**src/rtl/mc_ctrl.sv**
```systemverilog
// Multi-cycle main controller: Moore FSM sequencing FETCH/DECODE/EXECUTE/MEM/WRITEBACK.
// Optional retired-instruction counter enabled by defining CTRL_PERF_CNT_EN.
module mc_ctrl #(
    parameter int CNT_W = 32
) (
    input  logic       clk,
    input  logic       reset,
    input  logic [5:0] op,
    input  logic [5:0] funct,
    input  logic       zero,
    output logic       PCWr,
    output logic [1:0] NPCSel,
    output logic       IRWr,
    output logic       RegWr,
    output logic [1:0] RegDst,
    output logic [1:0] WdSel,
    output logic       ALUSrc,
    output logic [1:0] ALUOp,
    output logic [1:0] ExtOp,
    output logic       MemWr,
    output logic [3:0] state
`ifdef CTRL_PERF_CNT_EN
    ,
    output logic [CNT_W-1:0] instr_cnt
`endif
);

    localparam logic [3:0] S_FETCH = 4'd0;
    localparam logic [3:0] S_DCD   = 4'd1;
    localparam logic [3:0] S_EXE   = 4'd2;
    localparam logic [3:0] S_AWB   = 4'd3;
    localparam logic [3:0] S_MADR  = 4'd4;
    localparam logic [3:0] S_MRD   = 4'd5;
    localparam logic [3:0] S_MWB   = 4'd6;
    localparam logic [3:0] S_MWR   = 4'd7;
    localparam logic [3:0] S_BR    = 4'd8;
    localparam logic [3:0] S_JMP   = 4'd9;

    localparam logic [5:0] OP_RTYPE = 6'h00;
    localparam logic [5:0] OP_ORI   = 6'h0D;
    localparam logic [5:0] OP_LUI   = 6'h0F;
    localparam logic [5:0] OP_LW    = 6'h23;
    localparam logic [5:0] OP_SW    = 6'h2B;
    localparam logic [5:0] OP_BEQ   = 6'h04;
    localparam logic [5:0] OP_J     = 6'h02;
    localparam logic [5:0] OP_JAL   = 6'h03;
    localparam logic [5:0] FN_ADDU  = 6'h21;
    localparam logic [5:0] FN_SUBU  = 6'h23;
    localparam logic [5:0] FN_JR    = 6'h08;

    logic       is_r, is_addu, is_subu, is_jr, is_ori, is_lui;
    logic       is_lw, is_sw, is_beq, is_j, is_jal;
    logic       is_alu, is_mem, is_jmp;
    logic [3:0] next_state;
    logic       pc_wr, ir_wr, reg_wr, mem_wr;

    assign is_r    = (op == OP_RTYPE);
    assign is_addu = is_r && (funct == FN_ADDU);
    assign is_subu = is_r && (funct == FN_SUBU);
    assign is_jr   = is_r && (funct == FN_JR);
    assign is_ori  = (op == OP_ORI);
    assign is_lui  = (op == OP_LUI);
    assign is_lw   = (op == OP_LW);
    assign is_sw   = (op == OP_SW);
    assign is_beq  = (op == OP_BEQ);
    assign is_j    = (op == OP_J);
    assign is_jal  = (op == OP_JAL);
    assign is_alu  = is_addu || is_subu || is_ori || is_lui;
    assign is_mem  = is_lw || is_sw;
    assign is_jmp  = is_j || is_jal || is_jr;

    // NOTE: every output gets a default before the case, so no path leaves a latch behind.
    always_comb begin
        next_state = S_FETCH;
        pc_wr      = 1'b0;
        ir_wr      = 1'b0;
        reg_wr     = 1'b0;
        mem_wr     = 1'b0;
        NPCSel     = 2'b00;
        RegDst     = 2'b00;
        WdSel      = 2'b00;
        ALUSrc     = 1'b0;
        ALUOp      = 2'b00;
        ExtOp      = 2'b00;
        case (state)
            S_FETCH: begin
                ir_wr      = 1'b1;
                next_state = S_DCD;
            end
            S_DCD: begin
                if (is_alu)      next_state = S_EXE;
                else if (is_mem) next_state = S_MADR;
                else if (is_beq) next_state = S_BR;
                else if (is_jmp) next_state = S_JMP;
                else             pc_wr      = 1'b1;  // illegal op retires as a NOP
            end
            S_EXE, S_AWB: begin
                if (is_r) begin
                    ALUOp = is_subu ? 2'b01 : 2'b00;
                end else begin
                    ALUSrc = 1'b1;
                    ALUOp  = is_ori ? 2'b10 : 2'b00;
                    ExtOp  = is_lui ? 2'b10 : 2'b00;
                end
                if (state == S_EXE) begin
                    next_state = S_AWB;
                end else begin
                    reg_wr = 1'b1;
                    RegDst = is_r ? 2'b01 : 2'b00;
                    pc_wr  = 1'b1;
                end
            end
            S_MADR, S_MRD, S_MWR: begin
                ALUSrc = 1'b1;
                ExtOp  = 2'b01;
                if (state == S_MADR) begin
                    next_state = is_lw ? S_MRD : S_MWR;
                end else if (state == S_MRD) begin
                    next_state = S_MWB;
                end else begin
                    mem_wr = 1'b1;
                    pc_wr  = 1'b1;
                end
            end
            S_MWB: begin
                reg_wr = 1'b1;
                WdSel  = 2'b01;
                pc_wr  = 1'b1;
            end
            S_BR: begin
                ALUOp  = 2'b01;
                pc_wr  = 1'b1;
                NPCSel = zero ? 2'b11 : 2'b00;
            end
            S_JMP: begin
                pc_wr  = 1'b1;
                NPCSel = is_jr ? 2'b01 : 2'b10;
                if (is_jal) begin
                    reg_wr = 1'b1;
                    RegDst = 2'b10;
                    WdSel  = 2'b10;
                end
            end
            default: ;
        endcase
    end

    // Strobes are masked while reset is held so an aborted instruction never writes.
    assign PCWr  = pc_wr  & reset;
    assign IRWr  = ir_wr  & reset;
    assign RegWr = reg_wr & reset;
    assign MemWr = mem_wr & reset;

    // NOTE: sequential state uses non-blocking assignments so all flops update together.
    always_ff @(posedge clk or negedge reset) begin
        if (!reset) state <= S_FETCH;
        else        state <= next_state;
    end

`ifdef CTRL_PERF_CNT_EN
    always_ff @(posedge clk or negedge reset) begin
        if (!reset)    instr_cnt <= '0;
        else if (PCWr) instr_cnt <= instr_cnt + CNT_W'(1);
    end
`endif

endmodule
```
**config.mk**
```make
export PLATFORM = sky130hd
export DESIGN_NAME = mc_ctrl
export DESIGN_NICKNAME = d
export VERILOG_FILES = /design/src/rtl/mc_ctrl.sv
export SDC_FILE = /design/constraint.sdc
export NUM_CORES = 1
export LEC_CHECK = 0
export CAP_MARGIN = 20
export CORE_MARGIN = 8
export CORE_UTILIZATION = 39
export CTS_CLUSTER_DIAMETER = 200
export DETAILED_ROUTE_END_ITERATION = 12
export PLACE_DENSITY_LB_ADDON = 0.3
export SLEW_MARGIN = 5
export SYNTH_ARGS = -nofsm -noshare
export SYNTH_HDL_FRONTEND = slang
export SYNTH_SLANG_ARGS = --single-unit
```
**constraint.sdc**
```tcl
create_clock -name clk -period 4.14 [get_ports clk]
set_input_delay 1.242 -clock clk [delete_from_list [all_inputs] [get_ports clk]]
set_output_delay 1.242 -clock clk [all_outputs]
set_load 0.05 [all_outputs]
```
Word level (Yosys, flattened, before mapping)
Cells that the tools add are included.
{"block": "totals", "register_bits": 4, "input_bits": 15, "word_cells": 76}
{"block": "op_classes", "n_eq_ne": 19, "n_bitwise": 4, "reduce_logical": 14, "n_mux": 38}
{"operator": "$eq A6 B6 Y1 const B", "count": 4}
{"operator": "$pmux W2 S2", "count": 5}
{"operator": "$eq A6 B4 Y1 const B", "count": 3}
{"operator": "$mux W2", "count": 9}
{"operator": "$eq A4 B3 Y1 const B", "count": 4}
{"operator": "$mux W4", "count": 4}
{"operator": "$pmux W4 S4", "count": 1}
{"operator": "$mux W1", "count": 14}
{"operator": "$eq A6 B2 Y1 const B", "count": 2}
{"operator": "$eq A4 B2 Y1 const B", "count": 2}
{"operator": "$eq A4 B4 Y1 const B", "count": 2}
{"operator": "$eq A6 B3 Y1 const B", "count": 1}
{"operator": "$logic_not A6 Y1", "count": 1}
{"operator": "$logic_or A1 B1 Y1", "count": 6}
{"operator": "$mux W3", "count": 2}
{"operator": "$reduce_or A3 Y1", "count": 2}
{"operator": "$and A1 B1 Y1", "count": 4}
{"operator": "$eq A4 B1 Y1 const B", "count": 1}
{"operator": "$logic_not A4 Y1", "count": 1}
{"operator": "$pmux W1 S4", "count": 1}
{"operator": "$logic_and A1 B1 Y1", "count": 3}
{"operator": "$pmux W1 S3", "count": 1}
{"operator": "$pmux W1 S2", "count": 1}
{"operator": "$reduce_or A2 Y1", "count": 1}

Longest topological paths before layout
{"block": "logic_depth", "depth_word": 9, "ltp_mapped": 5}

Worst setup path before layout
OpenSTA, ideal clock, no wires.
{"block": "synth_path", "path_type": "in2out", "start": "input port op[3]", "end": "output port WdSel[1]", "slack_ps": -13, "cell_stages": 2, "arrival_time_ps": 2911, "required_ps": 2898, "cell_sequence": "or4_4 -> nor3_1"}
{"block": "synth_via", "elab_chain_len": 3}
{"element": "from (decl)", "line_no": "8", "source": "input logic [5:0] op,"}
{"element": "$eq A6 B2 Y1", "line_no": "67", "source": "assign is_jal = (op == OP_JAL);"}
{"element": "$mux W2", "line_no": "138", "source": "if (is_jal) begin"}
{"element": "$pmux W2 S2", "line_no": "85", "source": "case (state)"}
{"element": "to (decl)", "line_no": "16", "source": "output logic [1:0] WdSel,"}
Every way passes these cells.

Worst setup path in the final report
{"block": "layout_path", "start": "input port funct[3]", "end": "output port PCWr"}
{"block": "layout_via", "elab_chain_len": 9, "elab_cells_between_ends": 16}
{"element": "from (decl)", "line_no": "9", "source": "input logic [5:0] funct,"}
{"element": "$eq A6 B4 Y1", "line_no": "60", "source": "assign is_jr = is_r && (funct == FN_JR);"}
{"element": "$logic_and A1 B1 Y1", "line_no": "60"}
{"element": "$logic_or A1 B1 Y1", "line_no": "70", "source": "assign is_jmp = is_j || is_jal || is_jr;"}
{"element": "$mux W1", "line_no": "94", "source": "else if (is_jmp) next_state = S_JMP;"}
{"element": "$mux W1", "line_no": "93", "source": "else if (is_beq) next_state = S_BR;"}
{"element": "$mux W1", "line_no": "92", "source": "else if (is_mem) next_state = S_MADR;"}
{"element": "$mux W1 (*)", "line_no": "91", "source": "if (is_alu) next_state = S_EXE;"}
{"element": "$pmux W1 S4 (*)", "line_no": "85"}
{"element": "$and A1 B1 Y1 (*)", "line_no": "149", "source": "assign PCWr = pc_wr & reset;"}
{"element": "to (decl)", "line_no": "11", "source": "output logic PCWr,"}
Every way passes the cells marked *; elsewhere a longest branch is shown, timed or not.

==> impl_metrics.csv <==
group,metric,value,unit
sta,setup_ws,0.0644,ns
die,io_pins,34,
sta,finalClockSkew,0.00631,ns
detailed_routing,ant_nets,0,
detailed_routing,wire_per_inst,16.0,µm
synthesis,synthArstFlopShare,1.00,
synthesis,postSynthCellCount,73,
synthesis,synth_area_leaders,"dfrtp_1 (18%), nor2_1 (8.1%), clkbuf_8 (5.0%), nand3_1 (4.5%), nor2b_1 (4.5%)",
power,peakVddDrop,0.000418,V
sta,finalHoldWorstSlack,0.571,ns
placed_design,gp_congestion,0.849,
power,leakage,0.000480,µW
layout,regMostFlops,"state",
layout,reg.largest.list,"state: 4 flops",
sta,slew_viol_final,0,
clock_tree,clkTransAtPathRegs,0.04,ns
synthesis,synth_nets,88,
worst_setup_path,crit_type,"in -> out",
placed_design,port-buffer-count,33,
synthesis,synthDominantCellAreaShare,0.180,
layout,syn2layout_area_growth,94.4,%
sta,fin_crit,4.08,ns
detailed_routing,routed.top_layer,"met4",
global_routing,track_usage,0.148,
power,p_per_area,429,mW/mm²
die,core_area,0.00132,mm²
detailed_routing,vias,748,
synthesis,yosysUniqueCellTypes,37,
worst_setup_path,arrival,2.83,ns
sta,fmax,245,MHz
layout,fin_nets,133,
detailed_routing,firstDrtPassIters,4,
clock_tree,htree_levels,1,
global_routing,grt_max_degree,17,
layout,drive_above_1_share,0.345,
global_routing,grt_pass1_wl,3330,µm
clock_tree,numCtsBuffers,3,
global_routing,overflow,0,
placed_design,place_ws,-0.0367,ns
placed_design,dp.final_hpwl,1660,µm
die,die_h,53.7,µm
synthesis,ys_seq_area_frac,0.180,
detailed_routing,via_per_inst,5.71,
detailed_routing,wl_met3,184,µm
clock_tree,cts_tree,"built",
synthesis,yosysWarnings,0,
detailed_routing,met1_length,738,µm
synthesis,syn_area,556,µm²
flow_run,maxCapViolations,0,
global_routing,grt_pass1_vias,746,
hold_path,min_path_type,"reg -> reg",
worst_setup_path,worst-path-max-fanout,3,
synthesis,ys.flop_type,"dfrtp_1",
sta,hold_viol,0,
worst_setup_path,required,2.90,ns
global_routing,antenna_found_initial,0,
synthesis,ys_ff_latch,4,
clock_tree,clockBufferDepth,2,
worst_setup_path,cp-start-kind,"input pin",
die,rows,13,
die,die-area,0.00289,mm²
detailed_routing,drc,0,
die,initial_core_util,0.422,
sta,relSlewSlack,0.658,
synthesis,syn_avg_cell_area,7.61,µm²
sta,rsz0062_at_grt,"no",
clock_tree,cts_root_buf,"clkbuf_4",
layout,largest_reg_flops,4,
clock_tree,clk_latency,0.24,ns
power,p_total,464,µW
layout,antenna_cells,0,
detailed_routing,wirelength,2090,µm
worst_setup_path,crit_path_end_kind,"output port",
synthesis,synth_edf_count,0,
sta,setup_viol,0,
sta,fin_crit_sh,0.984,
clock_tree,cts_hold_buf,0,
die,fp.dieW,53.7,µm
synthesis,synth_top_area_cell,"dfrtp_1",
clock_tree,cts_sinks,4,
detailed_routing,first_iter_violations,14,
detailed_routing,wl_met2,1160,µm
sta,worstMarginPinSlew,0.512,ns
status,status,"complete, no violations",
==> where the power goes <==
| part | total, µW | leakage, µW | internal [µW] | switching [µW] |
|---|---|---|---|---|
| clock network | 48.7 | 0.0000138 | 32.4 | 16.3 |
| logic | 325 | 0.000414 | 133 | 192 |
| registers | 89.4 | 0.0000525 | 50.4 | 39.0 |
| total | 464 | 0.000480 | 216 | 247 |
==> worst max-delay path, stage by stage <==
cell,delay (ns)
clkdlybuf4s50_1,0.49
and3b_1,0.18
and3_1,0.22
nor4_2,0.33
a31o_2,0.24
buf_12,0.14
==> timing repair <==
action | 4_1_cts | 5_1_grt
pin swaps | 3 | 0
endpoints found under the setup margin | 2 | 5
setup buffers | 1 | 0
hold endpoints to repair | 0 | 0
resized for setup | 4 | 4
==> area by class of cell <==
cell class,count,area [µm²]
Multi-Input combinational cell,62,423
Tap cell,15,18.8
Inverter,3,11.3
Fill cell,93,238
Timing Repair Buffer,44,504
Clock buffer,3,22.5
Sequential cell,4,100
==> cells by family after synthesis <==
kind of cell	count (synthesis)	synth area share
buffers and inverters	7	0.110
and+or+nand+nor	48	0.518
DFF	4	0.180
AOI/OAI and AO/OA	14	0.191
==> synth_stat cells (2+ instances only) <==
| library cell | count |
|---|---|
| nor2_1 | 12 |
| clkbuf_8 | 2 |
| buf_6 | 2 |
| inv_1 | 3 |
| dfrtp_1 | 4 |
| nor2b_1 | 4 |
| nor3_1 | 5 |
| and3_1 | 3 |
| nand2_1 | 4 |
| nor4_1 | 3 |
| nand3_1 | 5 |
==> cell usage in the layout (no fill, tap or decap), types with 2 or more instances in the layout <==
| master | n |
|---|---|
| clkdlybuf4s50_1 | 16 |
| buf_4 | 14 |
| nor2_1 | 12 |
| buf_12 | 10 |
| nand3_1 | 5 |
| nor2b_1 | 4 |
| nand2_1 | 4 |
| dfrtp_1 | 4 |
| inv_1 | 3 |
| nor3_1 | 3 |
| nor3_2 | 3 |
| and3_1 | 3 |
| clkbuf_4 | 3 |
| dlygate4sd2_1 | 3 |
| nor4_2 | 2 |
==> layer usage <==
layer | track usage | vias to the layer above
met5 | 0 | -
li1 | - | 362
met2 | 0.268 | 36
met3 | 0.0441 | 2
met1 | 0.164 | 348
met4 | 0.0378 | 0
==> per-stage QoR <==
stage	util	cells	TNS [ns]	area, µm²
after floorplan	-	73	-0.00259	561
after global placement	0.780	127	0	1030
after detailed placement	0.780	127	-0.0475	1030
after CTS	0.804	131	0	1060
after global routing	0.820	131	0	1080
final	0.820	131	0	1080
==> path summary, 6_finish.rpt <==
check,cells after the start,slack [ns],to,from
min in group asynchronous,1,1.27,state[2]$_DFF_PN0_,reset
max,6,0.06,PCWr,funct[3]
min,1,0.57,state[1]$_DFF_PN0_,state[3]$_DFF_PN0_
min reg2reg,1,0.57,state[1]$_DFF_PN0_,state[3]$_DFF_PN0_
max in group asynchronous,1,2.62,state[3]$_DFF_PN0_,reset
max reg2reg,5,2.73,state[3]$_DFF_PN0_,state[2]$_DFF_PN0_
(Power assumes the default switching activity.)
